==> config.mk <==
export PLATFORM = sky130hd
export DESIGN_NAME = gpio_swled_irq_flat
export DESIGN_NICKNAME = d
export VERILOG_FILES = /design/src/rtl/gpio_swled_irq_pkg.sv /design/src/rtl/gpio_swled_irq_if.sv /design/src/rtl/gpio_swled_irq_debounce.sv /design/src/rtl/gpio_swled_irq.sv /design/src/flat_wrapper.sv
export SDC_FILE = /design/constraint.sdc
export NUM_CORES = 1
export LEC_CHECK = 0
export ABC_AREA = 1
export BUFFER_PORTS_ARGS = -buffer_cell sky130_fd_sc_hd__buf_2
export CAP_MARGIN = 20
export CORE_UTILIZATION = 45
export DETAILED_ROUTE_END_ITERATION = 12
export GPL_TIMING_DRIVEN = 0
export PLACE_DENSITY = 0.66
export SYNTH_ARGS = -nofsm -noshare
export SYNTH_HDL_FRONTEND = slang
export SYNTH_SLANG_ARGS = --single-unit
==> constraint.sdc <==
create_clock -name clk -period 2.82 [get_ports clk]
set_input_delay 0.564 -clock clk [delete_from_list [all_inputs] [get_ports clk]]
set_output_delay 0.564 -clock clk [all_outputs]
set_load 0.01 [all_outputs]
==> src/rtl/gpio_swled_irq_pkg.sv <==
// Shared types for the switch/LED GPIO peripheral: data-bus request and
// response structs, register offsets and the bus FSM state encoding.
package gpio_swled_irq_pkg;

  localparam int DBUS_AW = 32;
  localparam int DBUS_DW = 32;

  typedef struct packed {
    logic               req;
    logic               w_en;
    logic [DBUS_AW-1:0] addr;
    logic [DBUS_DW-1:0] w_data;
  } type_dbus2peri_s;

  typedef struct packed {
    logic [DBUS_DW-1:0] r_data;
    logic               ack;
  } type_peri2dbus_s;

  // Register offsets, decoded on addr[7:0].
  typedef enum logic [7:0] {
    REG_SW_DATA     = 8'h00,
    REG_LED_DATA    = 8'h04,
    REG_LED_SET     = 8'h08,
    REG_LED_CLR     = 8'h0C,
    REG_LED_TGL     = 8'h10,
    REG_IRQ_RISE_EN = 8'h14,
    REG_IRQ_FALL_EN = 8'h18,
    REG_IRQ_STATUS  = 8'h1C
  } type_gpswled_regs_e;

  typedef enum logic {
    BUS_IDLE = 1'b0,
    BUS_ACK  = 1'b1
  } bus_state_e;

endpackage

==> src/rtl/gpio_swled_irq_if.sv <==
// Data-bus attachment of the GPIO peripheral: address-decoder select,
// request struct and response struct.
//
// Handshake: a request is valid when req & gpio_sel_i. A valid request seen
// while ack is low is accepted at the next clock edge; ack is then high for
// exactly one cycle with r_data registered at that same edge. A request still
// held during the ack cycle is not accepted again, so a held request is acked
// every other cycle. r_data is 0 whenever ack is low.
interface gpio_swled_irq_if;
  import gpio_swled_irq_pkg::*;

  logic            gpio_sel_i;
  type_dbus2peri_s dbus2gpio_i;
  type_peri2dbus_s gpio2dbus_o;

  modport master (output gpio_sel_i, output dbus2gpio_i, input  gpio2dbus_o);
  modport slave  (input  gpio_sel_i, input  dbus2gpio_i, output gpio2dbus_o);
endinterface

==> src/rtl/gpio_swled_irq_debounce.sv <==
// One switch bit: multi-flop synchroniser followed by a stability counter.
// deb only follows the synchronised level after it has differed from deb for
// DEBOUNCE_CYCLES consecutive cycles. chg flags the cycle in which deb will
// flip at the coming edge, so the parent can set edge status on that edge.
module gpio_swled_irq_debounce #(
  parameter int SYNC_STAGES     = 2,
  parameter int DEBOUNCE_CYCLES = 4
) (
  input  logic clk,
  input  logic rst_n,
  input  logic raw,
  output logic deb,
  output logic chg
);

  localparam int             CW      = $clog2(DEBOUNCE_CYCLES + 1);
  localparam logic [CW-1:0]  CNT_MAX = CW'(DEBOUNCE_CYCLES - 1);

  logic [SYNC_STAGES-1:0] sync_q;
  logic [CW-1:0]          cnt_q;
  logic [CW-1:0]          cnt_nxt;
  logic                   deb_q;
  logic                   deb_nxt;
  logic                   sync;

  assign sync = sync_q[SYNC_STAGES-1];
  assign deb  = deb_q;
  assign chg  = (sync != deb_q) && (cnt_q == CNT_MAX);

  // Counter runs only while the synchronised level disagrees with deb.
  always_comb begin
    cnt_nxt = cnt_q;
    deb_nxt = deb_q;
    if (sync == deb_q) begin
      cnt_nxt = '0;
    end else if (cnt_q == CNT_MAX) begin
      deb_nxt = sync;
      cnt_nxt = '0;
    end else begin
      cnt_nxt = cnt_q + CW'(1);
    end
  end

  // Synchroniser shift chain, counter and debounced level.
  always_ff @(posedge clk or negedge rst_n) begin
    if (!rst_n) begin
      sync_q <= '0;
      cnt_q  <= '0;
      deb_q  <= 1'b0;
    end else begin
      sync_q <= {sync_q[SYNC_STAGES-2:0], raw};
      cnt_q  <= cnt_nxt;
      deb_q  <= deb_nxt;
    end
  end

endmodule

==> src/rtl/gpio_swled_irq.sv <==
// Switch/LED GPIO peripheral on the data bus: debounced switch inputs,
// LED register with atomic set/clear/toggle, and rise/fall edge interrupts
// collected in a sticky write-1-to-clear status register.
module gpio_swled_irq
  import gpio_swled_irq_pkg::*;
#(
  parameter int                 NUM_SW          = 16,
  parameter int                 NUM_LED         = 16,
  parameter int                 SYNC_STAGES     = 2,
  parameter int                 DEBOUNCE_CYCLES = 4,
  parameter logic [NUM_LED-1:0] LED_RESET_VAL   = '0
) (
  input  logic               clk,
  input  logic               rst_n,
  gpio_swled_irq_if.slave    bus,
  input  logic [NUM_SW-1:0]  gp_switch_i,
  output logic [NUM_LED-1:0] gp_led_o,
  output logic               irq_o,
  output bus_state_e         state_dbg
);

  type_dbus2peri_s    req_s;
  logic               valid;
  logic [7:0]         addr;
  logic [NUM_SW-1:0]  w_sw;
  logic [NUM_LED-1:0] w_led;

  bus_state_e state_q, state_nxt;
  logic       accept;
  logic       wr;

  logic [NUM_SW-1:0]  deb, chg, rise, fall;
  logic [NUM_LED-1:0] led_q, led_nxt;
  logic [NUM_SW-1:0]  rise_en_q, rise_en_nxt;
  logic [NUM_SW-1:0]  fall_en_q, fall_en_nxt;
  logic [NUM_SW-1:0]  status_q, status_nxt, w1c;
  logic [DBUS_DW-1:0] rd_data, r_data_q;
  logic               unused_bits;

  assign req_s  = bus.dbus2gpio_i;
  assign valid  = req_s.req & bus.gpio_sel_i;
  assign addr   = req_s.addr[7:0];
  assign w_sw   = req_s.w_data[NUM_SW-1:0];
  assign w_led  = req_s.w_data[NUM_LED-1:0];
  assign wr     = accept & req_s.w_en;
  assign unused_bits = ^{req_s.addr[DBUS_AW-1:8], req_s.w_data};

  // One synchroniser/debouncer per switch bit.
  for (genvar i = 0; i < NUM_SW; i++) begin : g_deb
    gpio_swled_irq_debounce #(
      .SYNC_STAGES    (SYNC_STAGES),
      .DEBOUNCE_CYCLES(DEBOUNCE_CYCLES)
    ) u_deb (
      .clk  (clk),
      .rst_n(rst_n),
      .raw  (gp_switch_i[i]),
      .deb  (deb[i]),
      .chg  (chg[i])
    );
  end

  // Bus FSM state register.
  always_ff @(posedge clk or negedge rst_n) begin
    if (!rst_n) state_q <= BUS_IDLE;
    else        state_q <= state_nxt;
  end

  // Bus FSM: accept only from IDLE, always spend exactly one cycle in ACK.
  always_comb begin
    state_nxt = state_q;
    accept    = 1'b0;
    case (state_q)
      BUS_IDLE: begin
        if (valid) begin
          accept    = 1'b1;
          state_nxt = BUS_ACK;
        end
      end
      BUS_ACK:  state_nxt = BUS_IDLE;
      default:  state_nxt = BUS_IDLE;
    endcase
  end

  // Register write decode; edge status is set even when a W1C hits the same bit.
  always_comb begin
    led_nxt     = led_q;
    rise_en_nxt = rise_en_q;
    fall_en_nxt = fall_en_q;
    w1c         = '0;
    if (wr) begin
      case (addr)
        REG_LED_DATA:    led_nxt     = w_led;
        REG_LED_SET:     led_nxt     = led_q | w_led;
        REG_LED_CLR:     led_nxt     = led_q & ~w_led;
        REG_LED_TGL:     led_nxt     = led_q ^ w_led;
        REG_IRQ_RISE_EN: rise_en_nxt = w_sw;
        REG_IRQ_FALL_EN: fall_en_nxt = w_sw;
        REG_IRQ_STATUS:  w1c         = w_sw;
        default: ;
      endcase
    end
    rise       = chg & ~deb;
    fall       = chg & deb;
    status_nxt = (status_q & ~w1c) | (rise & rise_en_q) | (fall & fall_en_q);
  end

  // Read mux over pre-edge register values; unused high bits stay 0.
  always_comb begin
    rd_data = '0;
    case (addr)
      REG_SW_DATA:     rd_data[NUM_SW-1:0]  = deb;
      REG_LED_DATA:    rd_data[NUM_LED-1:0] = led_q;
      REG_IRQ_RISE_EN: rd_data[NUM_SW-1:0]  = rise_en_q;
      REG_IRQ_FALL_EN: rd_data[NUM_SW-1:0]  = fall_en_q;
      REG_IRQ_STATUS:  rd_data[NUM_SW-1:0]  = status_q;
      default: ;
    endcase
  end

  // Register file and registered read data.
  always_ff @(posedge clk or negedge rst_n) begin
    if (!rst_n) begin
      led_q     <= LED_RESET_VAL;
      rise_en_q <= '0;
      fall_en_q <= '0;
      status_q  <= '0;
      r_data_q  <= '0;
    end else begin
      led_q     <= led_nxt;
      rise_en_q <= rise_en_nxt;
      fall_en_q <= fall_en_nxt;
      status_q  <= status_nxt;
      r_data_q  <= (accept && !req_s.w_en) ? rd_data : '0;
    end
  end

  assign bus.gpio2dbus_o = '{r_data: r_data_q, ack: (state_q == BUS_ACK)};
  assign gp_led_o        = led_q;
  assign irq_o           = |status_q;
  assign state_dbg       = state_q;

endmodule

==> src/flat_wrapper.sv <==
// flat-port wrapper written by rule: the top's interface ports become plain ports
module gpio_swled_irq_flat import gpio_swled_irq_pkg::*;
#(
  parameter int                 NUM_SW          = 16,
  parameter int                 NUM_LED         = 16,
  parameter int                 SYNC_STAGES     = 2,
  parameter int                 DEBOUNCE_CYCLES = 4,
  parameter logic [NUM_LED-1:0] LED_RESET_VAL   = '0
)
  (clk, rst_n, gp_switch_i, gp_led_o, irq_o, state_dbg, bus_gpio_sel_i, bus_dbus2gpio_i, bus_gpio2dbus_o);
  gpio_swled_irq_if bus_i ();
  input  logic clk;
  input  logic rst_n;
  input  logic [NUM_SW-1:0] gp_switch_i;
  output logic [NUM_LED-1:0] gp_led_o;
  output logic irq_o;
  output bus_state_e state_dbg;
  input wire logic [$bits(bus_i.gpio_sel_i)-1:0] bus_gpio_sel_i;
  input wire logic [$bits(bus_i.dbus2gpio_i)-1:0] bus_dbus2gpio_i;
  output wire logic [$bits(bus_i.gpio2dbus_o)-1:0] bus_gpio2dbus_o;
  assign bus_i.gpio_sel_i = bus_gpio_sel_i;
  assign bus_i.dbus2gpio_i = bus_dbus2gpio_i;
  assign bus_gpio2dbus_o = bus_i.gpio2dbus_o;
  gpio_swled_irq #(.NUM_SW(NUM_SW), .NUM_LED(NUM_LED), .SYNC_STAGES(SYNC_STAGES), .DEBOUNCE_CYCLES(DEBOUNCE_CYCLES), .LED_RESET_VAL(LED_RESET_VAL)) u_core (.clk(clk), .rst_n(rst_n), .bus(bus_i), .gp_switch_i(gp_switch_i), .gp_led_o(gp_led_o), .irq_o(irq_o), .state_dbg(state_dbg));
endmodule
==> results.cfg <==
[cells_and_area]
drive_gt1_frac = 0.1854
fin_area_mm2 = 0.01003
multi_input_area_mm2 = 0.003577
num-nets-final = 1200
seqCellArea_mm2 = 0.004429
fillers = 1744
final_cell_count_no_fill = 1339
synthToLayoutAreaGrowth_pct = 15.59
antennaDiodeCount = 0

[logic_synthesis]
ys_warn_count = 0
synth_edf_count = 0
synth_area_per_cell_um2 = 9.106
synth_area_leaders = dfrtp_1 (51%), nand2_1 (9.5%), ha_1 (6.9%)
syn_area_mm2 = 0.008678
yosys.cell_types.count = 32
synth_seq_cells = 177
yosys.area.top_type = dfrtp_1
synth_top_area_share = 0.5104
synthTopCellsByCount = nand2_1 (220), dfrtp_1 (177), inv_1 (110), nor2_1 (88), nand3_1 (67)
synthCells = 953
yosys_most_used_dff = dfrtp_1
yosysSeqAreaShare = 0.5104
async_flop_share = 1.000
yosysMostFrequentCell = nand2_1

[placement]
port_buffers = 79
hpwl_um = 13480
placedCellCount = 1308
dp_slack_ps = 642.4
place_area_mm2 = 0.009493
place_congestion = 0.8413

[setup_path]
crit_path_cell_trace = nor4_1 > nand4_1 > buf_2
critPathArrivalTime_ps = 1760
worst-path-max-fanout = 3
critPathRequiredTime_ps = 2260
worstSetupEndpointType = output port
worstSetupStartpointType = flip-flop
cp_slowest_stage_delay_ps = 480
slowest_stage = nor4_1
crit_buf_inv = 1
crit_type = reg -> out
crit_family = simple AND/OR/NAND/NOR gates

[cts]
cts_setup_buffers = 0
clockRootBuffer = clkbuf_16
clk_pin_slew_worst_paths_ps = 70
postCtsHoldBufs = 0
cts.sinks = 177
cts_resized = 0
clock_latency_ps = 430
cts.htree.levels = 4
cts_tree = built
numCtsBuffers = 17
cts_buffer_depth = 2

[die]
io_pins = 136
rows = 50
die_x_um = 140.9
start_util = 0.4609
coreArea_mm2 = 0.01883
die_area_mm2 = 0.01984
die_h_um = 140.9

[sta]
maxSlewHeadroom = 0.5071
hold_violations = 0
rsz0062_at_grt = false
period_needed_ps = 2324
post-route-period-util = 0.8239
fmax_mhz = 430.4
worstMarginPinSlew_ps = 739.3
setup_violations = 0
drv_slew = 0
skew_ps = 7.891
setup_ws_ps = 496.5

[pwr]
leakagePower_uw = 0.005125
finalPower_uw = 6461
peakVddDrop_mv = 0.3993
p_per_area_mw_per_mm2 = 644.2

[route]
ant_nets = 0
route.detailed.drc = 0
wl_um = 19620
dr.pass1.iters = 6
wl_per_cell_um = 14.65
viasPerCell = 4.835
drtIter0Drc = 467
vias = 6474

[flow_run]
cap_viol_max_count = 0

[global_route]
antenna_found_initial = 0
grt_overflow = 0
grt_pass1_wl_um = 31770
grt_usage = 0.2101
grt_max_degree = 113
first_global_vias = 6123

[outcome]
status = completed

[worst_hold_path]
worstHoldPathType = in -> async
==> state kept, by name, indices dropped and copies added, names as in the netlist <==
signal / cells
u_core.g_deb.u_deb.cnt_q: 48
u_core.gp_led_o: 16
u_core.g_deb.u_deb.sync_q: 32
u_core.rise_en_q: 16
u_core.status_q: 16
u_core.state_dbg: 1
u_core.r_data_q: 16
u_core.g_deb.u_deb.deb: 16
u_core.fall_en_q: 16
==> power by group <==
group / switching, uW / total (uW) / internal, uW / leakage (uW)
Combinational: 600 / 1110 / 513 / 0.00262
Clock: 1000 / 2180 / 1180 / 0.000260
Sequential: 282 / 3170 / 2880 / 0.00225
Total: 1890 / 6460 / 4580 / 0.00513
==> placed cells by master (no fill, tap or decap), drive strengths merged <==
master / n
buf: 118
clkbuf: 23
clkinv: 5
clkinvlp: 2
conb: 16
dfrtp: 177
ha: 48
inv: 117
mux2: 15
mux2i: 3
nand2: 237
nand3: 68
nand4: 2
nor2: 103
nor3: 16
nor3b: 16
nor4: 4
o21ai: 77
o31ai: 15
xnor2: 16
xor2: 1
==> cell families (layout without fill, tap and decap cells) <==
logic type	after synthesis	count (layout)	share of synthesized area
simple gates	446	446	0.2373
other cells	1	16	0.0004321
flops	177	177	0.5104
compound gates	92	92	0.05868
fa+ha+maj	48	48	0.06920
xor+xnor	17	17	0.01716
mux	18	18	0.02292
buf+inv	154	265	0.08391
==> per-layer routing <==
metal	vias to the layer above	wire, um	track usage
met1	3078	8773	0.2739
met4	0	320	0.05835
met5	-	0	0
met2	142	9450	0.3483
li1	3234	-	-
met3	20	1079	0.05197
==> worst register-to-register path, delay by kind of cell (launching register included) <==
| family | cells | cell delay (ps) |
|---|---|---|
| DFF | 1 | 390 |
| AOI/OAI and AO/OA | 1 | 290 |
| and+or+nand+nor | 4 | 590 |
| buffers and inverters | 1 | 300 |
==> area by class of cell <==
cell class	instances	area share
Clock inverter	10	0.007734
Timing Repair Buffer	80	0.04316
Inverter	114	0.04291
Sequential cell	177	0.4416
Buffer	40	0.02969
Tap cell	260	0.03243
Multi-Input combinational cell	637	0.3566
Clock buffer	21	0.04590
==> worst paths after layout <==
check	slack [ps]	endpoint	cells past startpoint	startpoint
max in group asynchronous	1830	u_core.g_deb[9].u_deb.cnt_q[2]	2	rst_n
setup reg to reg	1160	u_core.rise_en_q[9]	6	u_core.state_dbg
setup / recovery	500	irq_o	3	u_core.status_q[3]
hold reg to reg	350	u_core.g_deb[10].u_deb.sync_q[1]	0	u_core.g_deb[10].u_deb.sync_q[0]
hold / removal	60	u_core.g_deb[3].u_deb.sync_q[1]	1	rst_n
min in group clk	240	u_core.g_deb[11].u_deb.sync_q[0]	1	gp_switch_i[11]
==> stage by stage <==
stage	hold slack [ps]	TNS, ps	util
after CTS	94.53	0	0.5327
after floorplan	268.4	0	-
after global routing	103.9	0	0.5327
final	63.32	0	0.5327
after detailed placement	334.7	0	0.5041
after global placement	332.1	-286920	0.5021
Note: power is estimated with default switching activity, not from simulation.
